`src/rtl/divider_pkg.sv`:
```
// divider_pkg: shared FSM state type and iteration-counter width helper for divider_array
package divider_pkg;

    typedef enum logic [1:0] {IDLE, RUN, DONE} state_e;

    function automatic int cnt_w(input int w);
        return $clog2(w + 1);
    endfunction

endpackage

```
`src/rtl/divider_lane.sv`:
```
// divider_lane: one restoring-division datapath, one quotient bit per step, optional round-to-nearest (DIVIDER_ROUND_EN)
module divider_lane #(
    parameter int WIDTH = 9
) (
    input  logic             clk,
    input  logic             rst,
    input  logic             load_i,
    input  logic             step_i,
    input  logic             fin_i,
    input  logic [WIDTH-1:0] dividend_i,
    input  logic [WIDTH-1:0] divisor_i,
    output logic [WIDTH-1:0] quotient_o,
    output logic [WIDTH-1:0] remainder_o,
    output logic             div_zero_o
);

    logic [WIDTH-1:0] dsr_q, rem_q, quo_q, rem_d, quo_d, q_fin;
    logic [WIDTH:0]   trial;
    logic             no_borrow, zero;

    // One restoring step: quo_q shifts dividend bits out MSB first while quotient bits shift in
    always_comb begin
        trial     = {rem_q, quo_q[WIDTH-1]};
        no_borrow = trial >= {1'b0, dsr_q};
        rem_d     = no_borrow ? trial[WIDTH-1:0] - dsr_q : trial[WIDTH-1:0];
        quo_d     = {quo_q[WIDTH-2:0], no_borrow};
        zero      = dsr_q == '0;
`ifdef DIVIDER_ROUND_EN
        q_fin     = zero ? '1 : quo_d + {{(WIDTH-1){1'b0}}, {rem_d, 1'b0} >= {1'b0, dsr_q}};
`else
        q_fin     = zero ? '1 : quo_d;
`endif
    end

    // Working registers advance on load/step; visible results only change on the final step
    always_ff @(posedge clk or posedge rst) begin
        if (rst) begin
            dsr_q       <= '0;
            rem_q       <= '0;
            quo_q       <= '0;
            quotient_o  <= '0;
            remainder_o <= '0;
            div_zero_o  <= 1'b0;
        end else begin
            if (load_i) begin
                dsr_q <= divisor_i;
                rem_q <= '0;
                quo_q <= dividend_i;
            end else if (step_i) begin
                rem_q <= rem_d;
                quo_q <= quo_d;
            end
            if (fin_i) begin
                quotient_o  <= q_fin;
                remainder_o <= rem_d;
                div_zero_o  <= zero;
            end
        end
    end

endmodule

```
`src/rtl/divider_array.sv`:
```
// divider_array: LANES lockstep restoring dividers sharing LANES/GROUP divisors, valid/ready handshakes (rounding via DIVIDER_ROUND_EN)
module divider_array
    import divider_pkg::*;
#(
    parameter int LANES = 6,
    parameter int WIDTH = 9,
    parameter int GROUP = 2
) (
    input  logic             clk,
    input  logic             rst,
    input  logic [WIDTH-1:0] dividend  [LANES],
    input  logic [WIDTH-1:0] divisor   [LANES/GROUP],
    input  logic             in_valid,
    output logic             in_ready,
    output logic [WIDTH-1:0] quotient  [LANES],
    output logic [WIDTH-1:0] remainder [LANES],
    output logic [LANES-1:0] div_zero,
    output logic             out_valid,
    input  logic             out_ready,
    output logic             busy
);

    localparam int CW = cnt_w(WIDTH);

    if (LANES % GROUP != 0) begin : g_bad_group
        $error("divider_array: LANES must be divisible by GROUP");
    end

    state_e        state_q, state_d;
    logic [CW-1:0] cnt_q, cnt_d;
    logic          load, step, fin;

    // Next state, counter and handshake strobes
    always_comb begin
        state_d   = state_q;
        cnt_d     = cnt_q;
        in_ready  = 1'b0;
        out_valid = 1'b0;
        load      = 1'b0;
        step      = 1'b0;
        fin       = 1'b0;
        case (state_q)
            IDLE: begin
                in_ready = 1'b1;
                if (in_valid) begin
                    load    = 1'b1;
                    cnt_d   = '0;
                    state_d = RUN;
                end
            end
            RUN: begin
                step  = 1'b1;
                cnt_d = cnt_q + CW'(1);
                if (cnt_q == CW'(WIDTH - 1)) begin
                    fin     = 1'b1;
                    state_d = DONE;
                end
            end
            DONE: begin
                out_valid = 1'b1;
                if (out_ready) state_d = IDLE;
            end
            default: state_d = IDLE;
        endcase
    end

    // State and iteration counter registers
    always_ff @(posedge clk or posedge rst) begin
        if (rst) begin
            state_q <= IDLE;
            cnt_q   <= '0;
        end else begin
            state_q <= state_d;
            cnt_q   <= cnt_d;
        end
    end

    assign busy = state_q != IDLE;

    for (genvar i = 0; i < LANES; i++) begin : g_lane
        divider_lane #(.WIDTH(WIDTH)) u_lane (
            .clk         (clk),
            .rst         (rst),
            .load_i      (load),
            .step_i      (step),
            .fin_i       (fin),
            .dividend_i  (dividend[i]),
            .divisor_i   (divisor[i/GROUP]),
            .quotient_o  (quotient[i]),
            .remainder_o (remainder[i]),
            .div_zero_o  (div_zero[i])
        );
    end

endmodule

```
`config.mk`:
```
export PLATFORM = sky130hd
export DESIGN_NAME = divider_array
export DESIGN_NICKNAME = d
export VERILOG_FILES = /design/src/rtl/divider_pkg.sv /design/src/rtl/divider_lane.sv /design/src/rtl/divider_array.sv
export SDC_FILE = /design/constraint.sdc
export NUM_CORES = 1
export LEC_CHECK = 0
export ABC_AREA = 1
export BUFFER_PORTS_ARGS = -buffer_cell sky130_fd_sc_hd__buf_2
export CORE_UTILIZATION = 31
export DETAILED_ROUTE_END_ITERATION = 10
export GPL_TIMING_DRIVEN = 0
export PLACE_DENSITY = 0.53
export SETUP_SLACK_MARGIN = 0.3
export SLEW_MARGIN = 20
export SYNTH_ARGS = -nofsm -noshare
export SYNTH_HDL_FRONTEND = slang
export SYNTH_SLANG_ARGS = --single-unit
```
`constraint.sdc`:
```
create_clock -name clk -period 9.1 [get_ports clk]
set_input_delay 0.455 -clock clk [delete_from_list [all_inputs] [get_ports clk]]
set_output_delay 0.455 -clock clk [all_outputs]
set_load 0.02 [all_outputs]
```
# --- Yosys cells after proc, flatten, opt, wreduce, memory -nomap -nowiden ---
# Index checks and enable logic that the tools add are counted.
op_classes:
  n_addsub: 7
  mul: 0
  div_mod_pow: 0
  n_lt_le_gt_ge: 6
  eq_ne: 6
  shift: 0
  mux: 49
  n_bitwise: 0
  reduce_logical: 9
ops:
  columns: ["operator", "n"]
  rows:
  - ["9-bit 2-to-1 mux", 36]
  - ["10-bit by 9-bit greater-or-equal comparator with 1-bit output", 6]
  - ["9-bit subtractor", 6]
  - ["9-bit logical NOT", 3]
  - ["4-bit one-hot mux with 2 select lines", 1]
  - ["1-bit 2-to-1 mux", 7]
  - ["2-bit 2-to-1 mux", 3]
  - ["2-bit != test, second input constant", 3]
  - ["2-bit one-hot mux with 3 select lines", 1]
  - ["2-bit nonzero test", 3]
  - ["4-bit by 1-bit adder with 4-bit output, second input constant", 1]
  - ["4-bit equality test, second input constant", 1]
  - ["4-bit 2-to-1 mux", 1]
  - ["3-bit AND reduction", 1]
  - ["2-bit by 1-bit equality test with 1-bit output, second input constant", 1]
  - ["2-bit equality test, second input constant", 1]
  - ["2-bit logical NOT", 1]
  - ["2-bit AND reduction", 1]
totals:
  reg_bits: 252
  latch_bits: 0
  ram_bits: 0
  rom_bits: 0
  word_cells: 109
  memories: 0

# --- Longest topological paths before layout ---
# Gate-level depths: netlist of run 1.
depth:
  ltp_word: 4
  ltp_mapped: 15

# --- Modules after synthesis ---
# From an unflattened synthesis of run 1, not the netlist that was laid out.
unflattened:
  hier_cells: 2066
  hier_area_um2: 15417.3
by_module_without_submodules:
  columns: ["module", "n_inst", "cells_each", "area_per_inst_um2", "seq_area_each_um2"]
  rows:
  - ["divider_lane at g_lane[0].u_lane ...", 3, 339, 2517.4, 1151.1]
  - ["divider_lane at g_lane[2].u_lane ...", 2, 339, 2502.4, 1151.1]
  - ["divider_lane at g_lane[1].u_lane", 1, 328, 2528.7, 1151.1]
  - ["divider_array", 1, 43, 331.6, 150.1]

# --- Least setup slack after synthesis of run 1 ---
# OpenSTA, ideal clock, no wires.
synth_path:
  kind: "register to register"
  startpoint: "reg g_lane[5].u_lane.quo_q[8]"
  endpoint: "reg g_lane[5].u_lane.rem_q[4]"
  setup_ns: 0.117
  arrival_time_ns: 1.852
  setup_slack_ns: 7.131
  path_stages_with_launch: 16
  path_cell_list: "dfrtp_1 > inv_1 > ha_1 > inv_1 > fa_1 > nand3_1 > nand3_1 > nand2_1 > nand2_1 > nand2_2 > nand2_4 > buf_12 > nand2_2 > nand2_2 > nand2_1 > nand2_1"
synth_between:
  elab_chain_len: 4
  elab_cells_between_ends: 5
  classes_between: "add/sub (1); order compare (1); mux (3)"
synth_rtl:
  columns: ["element", "line", "source"]
  rows:
  - ["from (decl)", "divider_lane.sv:17", "logic [WIDTH-1:0] dsr_q, rem_q, quo_q, rem_d, quo_d, q_fin;"]
  - ["from (signal assigned)", "divider_lane.sv:48", "quo_q <= dividend_i;"]
  - ["from (signal assigned)", "divider_lane.sv:51", "quo_q <= quo_d;"]
  - ["9-bit subtractor / 10-bit by 9-bit greater-or-equal comparator with 1-bit output (equally long branches)", "divider_lane.sv:25, divider_lane.sv:24", null]
  - ["9-bit 2-to-1 mux (*)", "divider_lane.sv:25", "rem_d = no_borrow ? trial[WIDTH-1:0] - dsr_q : trial[WIDTH-1:0];"]
  - ["9-bit 2-to-1 mux (*)", "divider_lane.sv:49", "end else if (step_i) begin"]
  - ["9-bit 2-to-1 mux (*)", "divider_lane.sv:45", "if (load_i) begin"]
  - ["to (signal assigned)", "divider_lane.sv:50", "rem_q <= rem_d;"]
  - ["to (decl)", "divider_lane.sv:17", null]
# Every way passes the cells marked *; elsewhere a longest branch is shown, timed or not. The select of a mux whose other input is x is not followed.
# A chain may end at the register's enable or synchronous reset.

# --- Worst setup path in the final report of run 1 ---
layout_path:
  startpoint: "reg g_lane[4].u_lane.quo_q[8]"
  endpoint: "reg g_lane[4].u_lane.rem_q[6]"
layout_between:
  elab_chain_len: 4
  elab_cells_between_ends: 5
  classes_between: "add/sub (1); order compare (1); mux (3)"
layout_rtl:
  columns: ["element", "line"]
  rows:
  - ["from (decl)", "divider_lane.sv:17"]
  - ["from (signal assigned)", "divider_lane.sv:48"]
  - ["from (signal assigned)", "divider_lane.sv:51"]
  - ["9-bit subtractor / 10-bit by 9-bit greater-or-equal comparator with 1-bit output (equally long branches)", "divider_lane.sv:25, divider_lane.sv:24"]
  - ["9-bit 2-to-1 mux (*)", "divider_lane.sv:25"]
  - ["9-bit 2-to-1 mux (*)", "divider_lane.sv:49"]
  - ["9-bit 2-to-1 mux (*)", "divider_lane.sv:45"]
  - ["to (signal assigned)", "divider_lane.sv:50"]
  - ["to (decl)", "divider_lane.sv:17"]
# Marks and branches as above.

==> impl_metrics.ini, run 1 <==
[detailed_routing]
routedWlPerCell_um = 17.2
drt_pass1_iterations = 6
routed_wl_um = 44900
antenna_left = 0
vias = 12276
drc = 0
viasPerCell = 4.71
drt_first_iter_violations = 714

[timing]
tightest_slew_ns = 0.886
fin_crit_ns = 2.54
hold_viol = 0
fmax_mhz = 393
rsz0062_at_grt = false
period_share = 0.279
slew_violations = 0
maxSlewHeadroom = 0.409
setup_viol = 0
finClkSkew_ns = 0.0167

[cts]
clk_pin_slew_ns = 0.07
cts_tree = built
cts_hold_buf = 1
cts-resized-gates = 0
clk_root_buffer_cell = clkbuf_16
cts.path.max_buffers = 3
cts_setup_buffers = 0
cts_buffers = 29
clock_sinks = 252
htree_num_levels = 1
clk_latency_ns = 0.57

[power_and_ir_drop]
max-vdd-ir-drop_mv = 0.207
p_leak_nw = 8.84
clockPowerShare = 0.156
sequentialPowerShare = 0.253
power_frac_comb = 0.591
intPower_mw = 4.02
swShare = 0.496
power_per_cell_area_nw_per_um2 = 485
p_sw_mw = 3.95

[critical_path]
crit_required_ns = 9.55
critical_path.top_delay_family = simple AND/OR/NAND/NOR gates
cp.arrival_ns = 2.99
critPathBufInv = 2
worstSetupEndpointType = flop
cp_slowest_stage_delay_ns = 0.40
crit_chain = inv_1, ha_1, inv_1, fa_1, nand3_1, nand3_1, nand2_1, nand2_1, nand2_1, nand2_1, nand2_1, nand2_1, nand2_1, nand2_1
crit_start = g_lane[4].u_lane.quo_q[8]$_DFFE_PP0P_
cpMaxStageDelayCell = fa_1
setup.worst_path.class = reg2reg
crit_path_start_kind = flop
cp_common_cell = nand2_1
crit_path_max_fanout = 10
reg2reg_from = g_lane[4].u_lane.quo_q[8]$_DFFE_PP0P_

[synthesis]
yosysTopAreaCell = dfrtp_1
ys_top_cells_by_area = dfrtp_1, nand2_1, inv_1
synth_top_area_share = 0.465
synth.ff_latch_count = 252
synth_top_flop_cell = dfrtp_1
ys_seq_area_frac = 0.465
syn_area_sq_um = 13600
syn-mean-instance-area_sq_um = 7.70
postSynth.asyncResetShare = 1.00
synth_warnings = 0
yosysUniqueCellTypes = 38
syn_nets = 1907
synth_edf_count = 0
syn_inst = 1760

[die]
die_h_um = 211
rows = 76
dieArea_sq_um = 44600
start_util = 0.315
pin_count = 202
die_w_um = 211
core_area_sq_um = 43100

[global_route]
grt-ovfl-total = 0
first_global_vias = 12276
grt_first_pass_wirelength_um = 70300
grt_usage = 0.205
grt_max_degree = 94
antenna_found_initial = 10

[placement]
dp_hpwl_um = 33300
gp_congestion = 0.874
dpl_cell_area_sq_um = 15400
port_buffers = 201

[finish]
drive_gt1_frac = 0.166
layout_common_cells = nand2_1, dfrtp_1, buf_2, inv_1, nand3_1
syn_to_final_growth_pct = 21.2
final_area_sq_um = 16400
final_nets = 2143
final_common_cell = nand2_1
utilization = 0.381

[flow_run]
maxCapViolations = 0

[worst_hold_path]
hold_class = in2reg
hold_path_startpoint = out_ready

[outcome]
outcome = finished clean
-- worst register-to-register path: cells and delay by family (launching register included) --
family / cells / cell delay, ns
adder cells (fa/ha/maj): 2 / 0.58
buffers and inverters: 2 / 0.24
flip-flops: 1 / 0.35
AND/OR/NAND/NOR: 10 / 1.24
-- registers in the layout, summed over array words and instances (netlist names) --
signal	count
state_q	2
g_lane.u_lane.dsr_q	27
g_lane.u_lane.rem_q	54
g_lane.u_lane.div_zero_o	3
g_lane.u_lane.quo_q	54
g_lane.u_lane.remainder_o	54
cnt_q	4
g_lane.u_lane.quotient_o	54
-- through the flow --
step	power [mW]	setup WS [ns]	setup TNS, ns	hold slack [ns]	instances
detailed placement	6.75	6.58	0	0.443	2549
floorplan	5.38	1.72	0	0.466	1760
global route	8.78	6.36	0	0.0458	2605
global placement	6.68	-1.65	-408.58	0.459	2546
CTS	8.03	6.56	0	0.0383	2603
finish	7.97	6.56	0	0.0584	2609
-- metal layers --
layer | wire length [um] | up-vias | GRT usage
li1 | - | 6077 | -
met1 | 20700 | 5804 | 0.282
met2 | 19900 | 317 | 0.320
met3 | 3030 | 70 | 0.0461
met4 | 1260 | 8 | 0.0617
met5 | 53 | - | 0
-- synth_stat cells, types with 4 or more instances --
master / instances
o221ai_1: 24
nand4_1: 6
buf_2: 39
nand2_1: 677
xnor2_1: 10
clkbuf_1: 18
inv_2: 4
nand3_1: 149
nor2_1: 98
a21oi_1: 66
nor3_1: 8
o21ai_0: 33
dfrtp_1: 252
buf_4: 9
buf_1: 4
fa_1: 6
ha_1: 56
nand3b_1: 28
o211ai_1: 28
xor2_1: 9
nand2_2: 14
inv_1: 202
-- area by class of cell --
cell class	count	area, sq um
repair buffers	205	1100
clock buffers	39	853
plain buffers	73	388
diodes	6	15.0
fillers	4518	26700
inverters	206	781
clock inverters	14	163
multi-input cells	1229	6090
flip-flops and latches	252	6310
well taps	585	732
-- power by group through the flow --
stage	clock, mW	combinational [mW]	sequential, mW
6_report	1.25	4.71	2.01
5_1_grt	1.32	5.37	2.08
4_1_cts	1.27	4.74	2.01
3_5_place_dp	0	4.73	2.02
3_3_place_gp	0	4.66	2.02
2_1_floorplan	0	3.15	2.23
-- path summary, 6_finish.rpt --
kind,to,slack [ns],cells after the start
max in group asynchronous,g_lane[3].u_lane.dsr_q[3]$_DFFE_PP0P_,7.57,5
hold reg to reg,g_lane[5].u_lane.remainder_o[6]$_DFFE_PP0P_,0.47,2
setup / recovery,g_lane[4].u_lane.rem_q[6]$_DFFE_PP0P_,6.56,14
setup reg to reg,g_lane[4].u_lane.rem_q[6]$_DFFE_PP0P_,6.56,14
hold / removal,state_q[1]$_DFFE_PP0P_,0.06,2
min in group asynchronous,g_lane[3].u_lane.quotient_o[4]$_DFFE_PP0P_,0.40,3
-- logic make-up (layout without fill, tap and decap cells) --
| logic type | after synthesis | in the layout | share of synthesized area |
|---|---|---|---|
| AND/OR/NAND/NOR | 988 | 988 | 0.302 |
| buffers and inverters | 279 | 537 | 0.0857 |
| flip-flops | 252 | 252 | 0.465 |
| AO/OA/AOI/OAI | 160 | 160 | 0.0742 |
| adder cells (fa/ha/maj) | 62 | 62 | 0.0606 |
| XOR/XNOR | 19 | 19 | 0.0123 |
| other | 0 | 6 | 0 |
Power figures use the tool's default switching activity.
==> inputs of run 2 (changes only) <==
- ABC_AREA: 1 -> 0
- PLACE_DENSITY: 0.53 -> 0.55
- clock period: 9.1 -> 2.1 ns (I/O delays scaled with it)
==> impl_metrics.ini, run 2 <==
[outcome]
outcome = complete, but fails checks
violations = design-rule violations, negative setup slack

[critical_path]
cp_slowest_stage_delay_ns = 0.41
crit_start = g_lane[5].u_lane.quo_q[8]$_DFFE_PP0P_
critical_path.top_delay_family = compound AO/OA/AOI/OAI gates
crit_required_ns = 2.59
crit_chain = inv_4, ha_4, inv_2, fa_2, a211oi_4, o211ai_1, a21o_1, buf_8, mux2_4, o21ai_1
reg2regPathDepth = 10
crit_path_max_fanout = 7
cp.arrival_ns = 2.92
worstSetupEndpointType = flop
cpMaxStageDelayCell = dfrtp_1
setup.worst_path.class = reg2reg
reg2reg_from = g_lane[5].u_lane.quo_q[8]$_DFFE_PP0P_
reg2reg_to = g_lane[5].u_lane.remainder_o[0]$_DFFE_PP0P_
crit_path_start_kind = flop
critPathBufInv = 3
rrSetupSlack_ns = -0.33

[finish]
utilization = 0.450
syn_to_final_growth_pct = 42.3
final_cells = 2263
final_common_cell = dfrtp_1
final.fill_count = 3909
layout_common_cells = dfrtp_1, buf_2, nand2_1, dlygate4sd3_1, o21ai_0
drive_gt1_frac = 0.316
final_nets = 1850

[synthesis]
synthXorXnorAreaFrac = 0.0202
synth_compound_area_frac = 0.232
synth_top_family_by_area = compound AO/OA/AOI/OAI gates
ys_seq_area_frac = 0.486
syn-mean-instance-area_sq_um = 9.89
synthTopCellsByCount = dfrtp_1, nand2_1, o21ai_0
synth_warnings = 0
synth_top_area_share = 0.486
synth.mux.area_fraction = 0.0289
synth_top_flop_cell = dfrtp_1
syn_area_sq_um = 13000
synth.ff_latch_count = 252
yosysUniqueCellTypes = 61
synth_edf_count = 0
synthAdderAreaFrac = 0.0633
postSynth.asyncResetShare = 1.00
yosys.area_share.simple = 0.126
yosysMostFrequentCell = dfrtp_1
yosysTopAreaCell = dfrtp_1
syn_inst = 1312
ys_top_cells_by_area = dfrtp_1, nand2_1, o21ai_0
syn_nets = 1459

[global_route]
grt_first_pass_wirelength_um = 72700
grt_max_degree = 33
grt-ovfl-total = 0
first_global_vias = 12116
antenna_found_initial = 5
grt_usage = 0.224

[die]
die_h_um = 207
pin_count = 202
dieArea_sq_um = 42700
core_area_sq_um = 41000
start_util = 0.316
rows = 74
die_w_um = 207

[detailed_routing]
antenna_left = 0
drt_first_iter_violations = 826
routedWlPerCell_um = 21.0
drc = 9
viasPerCell = 5.28
vias = 11955
routed_wl_um = 47400
drt_pass1_iterations = 8

[cts]
clk_root_buffer_cell = clkbuf_16
cts.path.max_buffers = 3
clock_sinks = 252
clk_latency_ns = 0.58
cts_buffers = 30
cts_tree = built
htree_num_levels = 1
clk_pin_slew_ns = 0.06

[timing]
tightest_slew_ns = 0.812
fin_hold_ws_ns = 0.200
layout_setup_ws_ns = -0.333
maxSlewHeadroom = 0.459
rsz0062_at_grt = true
fmax_mhz = 411
finClkSkew_ns = 0.0253
tns_ns = -26.37
slew_violations = 0
setup_viol = 120
hold_viol = 0
period_share = 1.16
fin_crit_ns = 2.43

[placement]
dp_hpwl_um = 34000
dp_cells = 2053
port_buffers = 201
gp_congestion = 0.893

[flow_run]
maxCapViolations = 0

[worst_hold_path]
hold_class = in2async
-- run 2: cell type report --
cell class                 count  area (sq um)  area share
buffer                        76           504      0.0273
multi-input combinational    928          7000       0.379
timing repair buffer         359          2670       0.145
inverter                      56           221      0.0120
sequential                   252          6310       0.342
antenna                        4          10.0    0.000542
tap                          532           666      0.0360
clock buffer                  46           921      0.0499
clock inverter                10           164     0.00887
-- run 2: worst max path at each step --
stage	end	slack, ns	depth (start not counted)
3_5_place_dp	g_lane[5].u_lane.dsr_q[8]$_DFFE_PP0P_	-0.80	6
6_report	g_lane[5].u_lane.remainder_o[0]$_DFFE_PP0P_	-0.33	10
5_1_grt	g_lane[5].u_lane.rem_q[0]$_DFFE_PP0P_	-0.39	10
3_3_place_gp	g_lane[2].u_lane.quotient_o[2]$_DFFE_PP0P_	-3.10	2
4_1_cts	g_lane[5].u_lane.rem_q[0]$_DFFE_PP0P_	-0.28	10
2_1_floorplan	cnt_q[0]$_DFFE_PP0P_	-1.32	1
-- run 2: repair_timing --
action                                  CTS  global route
setup buffers                            54            12
pin swaps                                46            30
endpoints found under the setup margin  252           211
hold buffers                             83             0
hold endpoints to repair                108             0
cloned                                    1             0
resized for setup                       162            91
-- run 2: per-layer routing --
| layer | part of all wire | global-route usage | vias up | routed length [um] |
|---|---|---|---|---|
| li1 | - | - | 5549 | - |
| met1 | 0.45 | 0.309 | 5932 | 21200 |
| met2 | 0.44 | 0.348 | 394 | 21100 |
| met3 | 0.071 | 0.0457 | 80 | 3390 |
| met4 | 0.037 | 0.0775 | 0 | 1730 |
| met5 | 0 | 0 | - | 0 |
-- run 2: worst register-to-register path, stage by stage, from the launching register on --
cell      delay, ns
dfrtp_1        0.41
inv_4          0.12
ha_4           0.16
inv_2          0.03
fa_2           0.36
a211oi_4       0.26
o211ai_1       0.19
a21o_1         0.21
buf_8          0.16
mux2_4         0.32
o21ai_1        0.11
-- run 2: logic make-up (layout without fill, tap and decap cells) --
logic type,Yosys count,in the layout
simple gates,368,368
xor+xnor,30,30
compound gates,432,432
other cells,0,4
flops,252,252
fa+ha+maj,62,62
buf+inv,132,547
mux,36,36
-- run 2: stage by stage --
| stage | area [sq um] | setup WS, ns |
|---|---|---|
| after floorplan | 13200 | -1.32 |
| after global placement | 14800 | -3.10 |
| after detailed placement | 15000 | -0.800 |
| after CTS | 18000 | -0.275 |
| after global routing | 18500 | -0.389 |
| final | 18500 | -0.333 |
Power of run 2 is not shown: default switching activity piles up to over one toggle a cycle in this logic, so the estimate is an artifact.
==> inputs of run 3 (changes only) <==
- PLACE_DENSITY: 0.55 -> unset
- PLACE_DENSITY_LB_ADDON: unset -> 0.05
==> impl_metrics.ini, run 3 (synthesis gave the netlist of run 2 again) <==
[outcome]
outcome = complete, but fails checks
violations = design-rule violations, negative setup slack

[cts]
clock_sinks = 252
cts_tree = built
cts.path.max_buffers = 3
cts_buffers = 31
htree_num_levels = 1
clk_latency_ns = 0.61
clk_pin_slew_ns = 0.06
clk_root_buffer_cell = clkbuf_16

[timing]
fin_hold_ws_ns = 0.101
finClkSkew_ns = 0.0286
maxSlewHeadroom = 0.439
tightest_slew_ns = 0.841
fin_crit_ns = 2.42
layout_setup_ws_ns = -0.316
slew_violations = 0
period_share = 1.15
fmax_mhz = 414
rsz0062_at_grt = true
setup_viol = 120
hold_viol = 0

[detailed_routing]
drt_first_iter_violations = 642
routed_wl_um = 50100
routedWlPerCell_um = 22.0
drt_pass1_iterations = 8
antenna_left = 0
viasPerCell = 5.24
drc = 10
vias = 11922

[critical_path]
crit_path_max_fanout = 7
cp_slowest_stage_delay_ns = 0.37
crit_chain = inv_2, ha_4, inv_2, fa_2, a211oi_4, o21ai_4, a31oi_4, buf_8, mux2i_4, o21ai_1
setup.worst_path.class = reg2reg
critPathBufInv = 3
reg2reg_from = g_lane[4].u_lane.quo_q[8]$_DFFE_PP0P_
crit_required_ns = 2.57
critical_path.top_delay_family = compound AO/OA/AOI/OAI gates
reg2regPathDepth = 10
cp.arrival_ns = 2.88
cpMaxStageDelayCell = dfrtp_1
cp_common_cell = inv_2
worstSetupEndpointType = flop
reg2reg_to = g_lane[4].u_lane.remainder_o[2]$_DFFE_PP0P_
crit_path_start_kind = flop
rrSetupSlack_ns = -0.32

[finish]
utilization = 0.456
layout_common_cells = dfrtp_1, buf_2, nand2_1, dlygate4sd3_1, o21ai_1
final.fill_count = 3953
final_nets = 1864
drive_gt1_frac = 0.325
final_common_cell = dfrtp_1
syn_to_final_growth_pct = 44.2

[power_and_ir_drop]
sequentialPowerShare = 0.230
intPower_mw = 22.8
p_leak_nw = 8.28
power_frac_comb = 0.625
swShare = 0.452
p_sw_mw = 18.8
clockPowerShare = 0.145
max-vdd-ir-drop_mv = 0.891
power_per_cell_area_nw_per_um2 = 2220

[placement]
pre_cts_ws_ns = -0.822
gp_congestion = 0.831
port_buffers = 201
dp_hpwl_um = 35600

[die]
die_w_um = 207
rows = 74
start_util = 0.316
core_area_sq_um = 41000
dieArea_sq_um = 42700
pin_count = 202
die_h_um = 207

[flow_run]
maxCapViolations = 0

[global_route]
antenna_found_initial = 2
grt_usage = 0.233
first_global_vias = 11993
grt-ovfl-total = 0
grt_first_pass_wirelength_um = 74300
grt_max_degree = 30

[worst_hold_path]
hold_class = in2async
==> run 3: changes by cell type in the layout (fill, tap and decap cells not counted), sizes merged, moves of 2 or more <==
cell / previous run / this run
buf: 305 / 316
bufinv: 4 / 6
diode: 4 / 1
clkbuf: 93 / 95
==> run 3: worst reg2reg max path: cells and delay by family, from the launching register on <==
family,cells,cell delay (ns)
DFF,1,0.37
buffers and inverters,3,0.34
muxes,1,0.26
AOI/OAI and AO/OA,4,0.81
adders and majority gates,2,0.51
==> run 3: worst max path at each step <==
| stage | from | end | cells after the start |
|---|---|---|---|
| 2_1_floorplan | rst | cnt_q[0]$_DFFE_PP0P_ | 1 |
| 3_3_place_gp | rst | g_lane[2].u_lane.quotient_o[4]$_DFFE_PP0P_ | 2 |
| 3_5_place_dp | state_q[0]$_DFFE_PP0P_ | g_lane[5].u_lane.dsr_q[8]$_DFFE_PP0P_ | 6 |
| 4_1_cts | g_lane[3].u_lane.quo_q[8]$_DFFE_PP0P_ | g_lane[3].u_lane.rem_q[0]$_DFFE_PP0P_ | 10 |
| 5_1_grt | g_lane[3].u_lane.quo_q[8]$_DFFE_PP0P_ | g_lane[3].u_lane.remainder_o[0]$_DFFE_PP0P_ | 10 |
| 6_report | g_lane[4].u_lane.quo_q[8]$_DFFE_PP0P_ | g_lane[4].u_lane.remainder_o[2]$_DFFE_PP0P_ | 10 |
==> run 3: metal layers <==
layer,up-vias,global-route usage,part of all wire
met2,300,0.373,0.46
met4,2,0.0604,0.025
met5,-,0,0.00022
met3,65,0.0414,0.057
li1,5584,-,-
met1,5971,0.324,0.45
==> run 3: layout make-up <==
class                      count  area, sq um  area share
timing repair buffer         372         2840       0.152
inverter                      56          221      0.0118
tap                          532          666      0.0356
buffer                        76          534      0.0285
clock buffer                  46          922      0.0493
clock inverter                11          220      0.0118
multi-input combinational    928         7000       0.374
antenna                        1         2.50    0.000134
sequential                   252         6310       0.337
==> run 3: metrics by stage <==
| stage | std cells | setup TNS, ns | cell area (sq um) | total power [mW] |
|---|---|---|---|---|
| 2_1_floorplan | 1312 | -336.12 | 13200 | 23.2 |
| 3_3_place_gp | 2045 | -928.59 | 14800 | 29.1 |
| 3_5_place_dp | 2055 | -97.23 | 15100 | 29.3 |
| 4_1_cts | 2243 | -26.02 | 18100 | 40.0 |
| 5_1_grt | 2274 | -34.64 | 18700 | 44.3 |
| 6_report | 2274 | -23.44 | 18700 | 41.6 |
==> run 3: power by group through the flow <==
stage               clock [mW]  combinational [mW]  sequential (mW)
floorplan                    0                13.3             9.98
global placement             0                19.7             9.43
detailed placement           0                19.9             9.42
CTS                       6.18                24.3             9.49
global route              6.33                28.1             9.86
finish                    6.04                26.0             9.54
==> run 3: timing repair <==
| item | CTS | global route |
|---|---|---|
| resized for setup | 181 | 87 |
| pin swaps | 37 | 74 |
| hold buffers | 83 | 0 |
| buffers inserted | 48 | 26 |
| endpoints found under the setup margin | 255 | 233 |
| hold endpoints to repair | 145 | 0 |
| cloned | 0 | 4 |
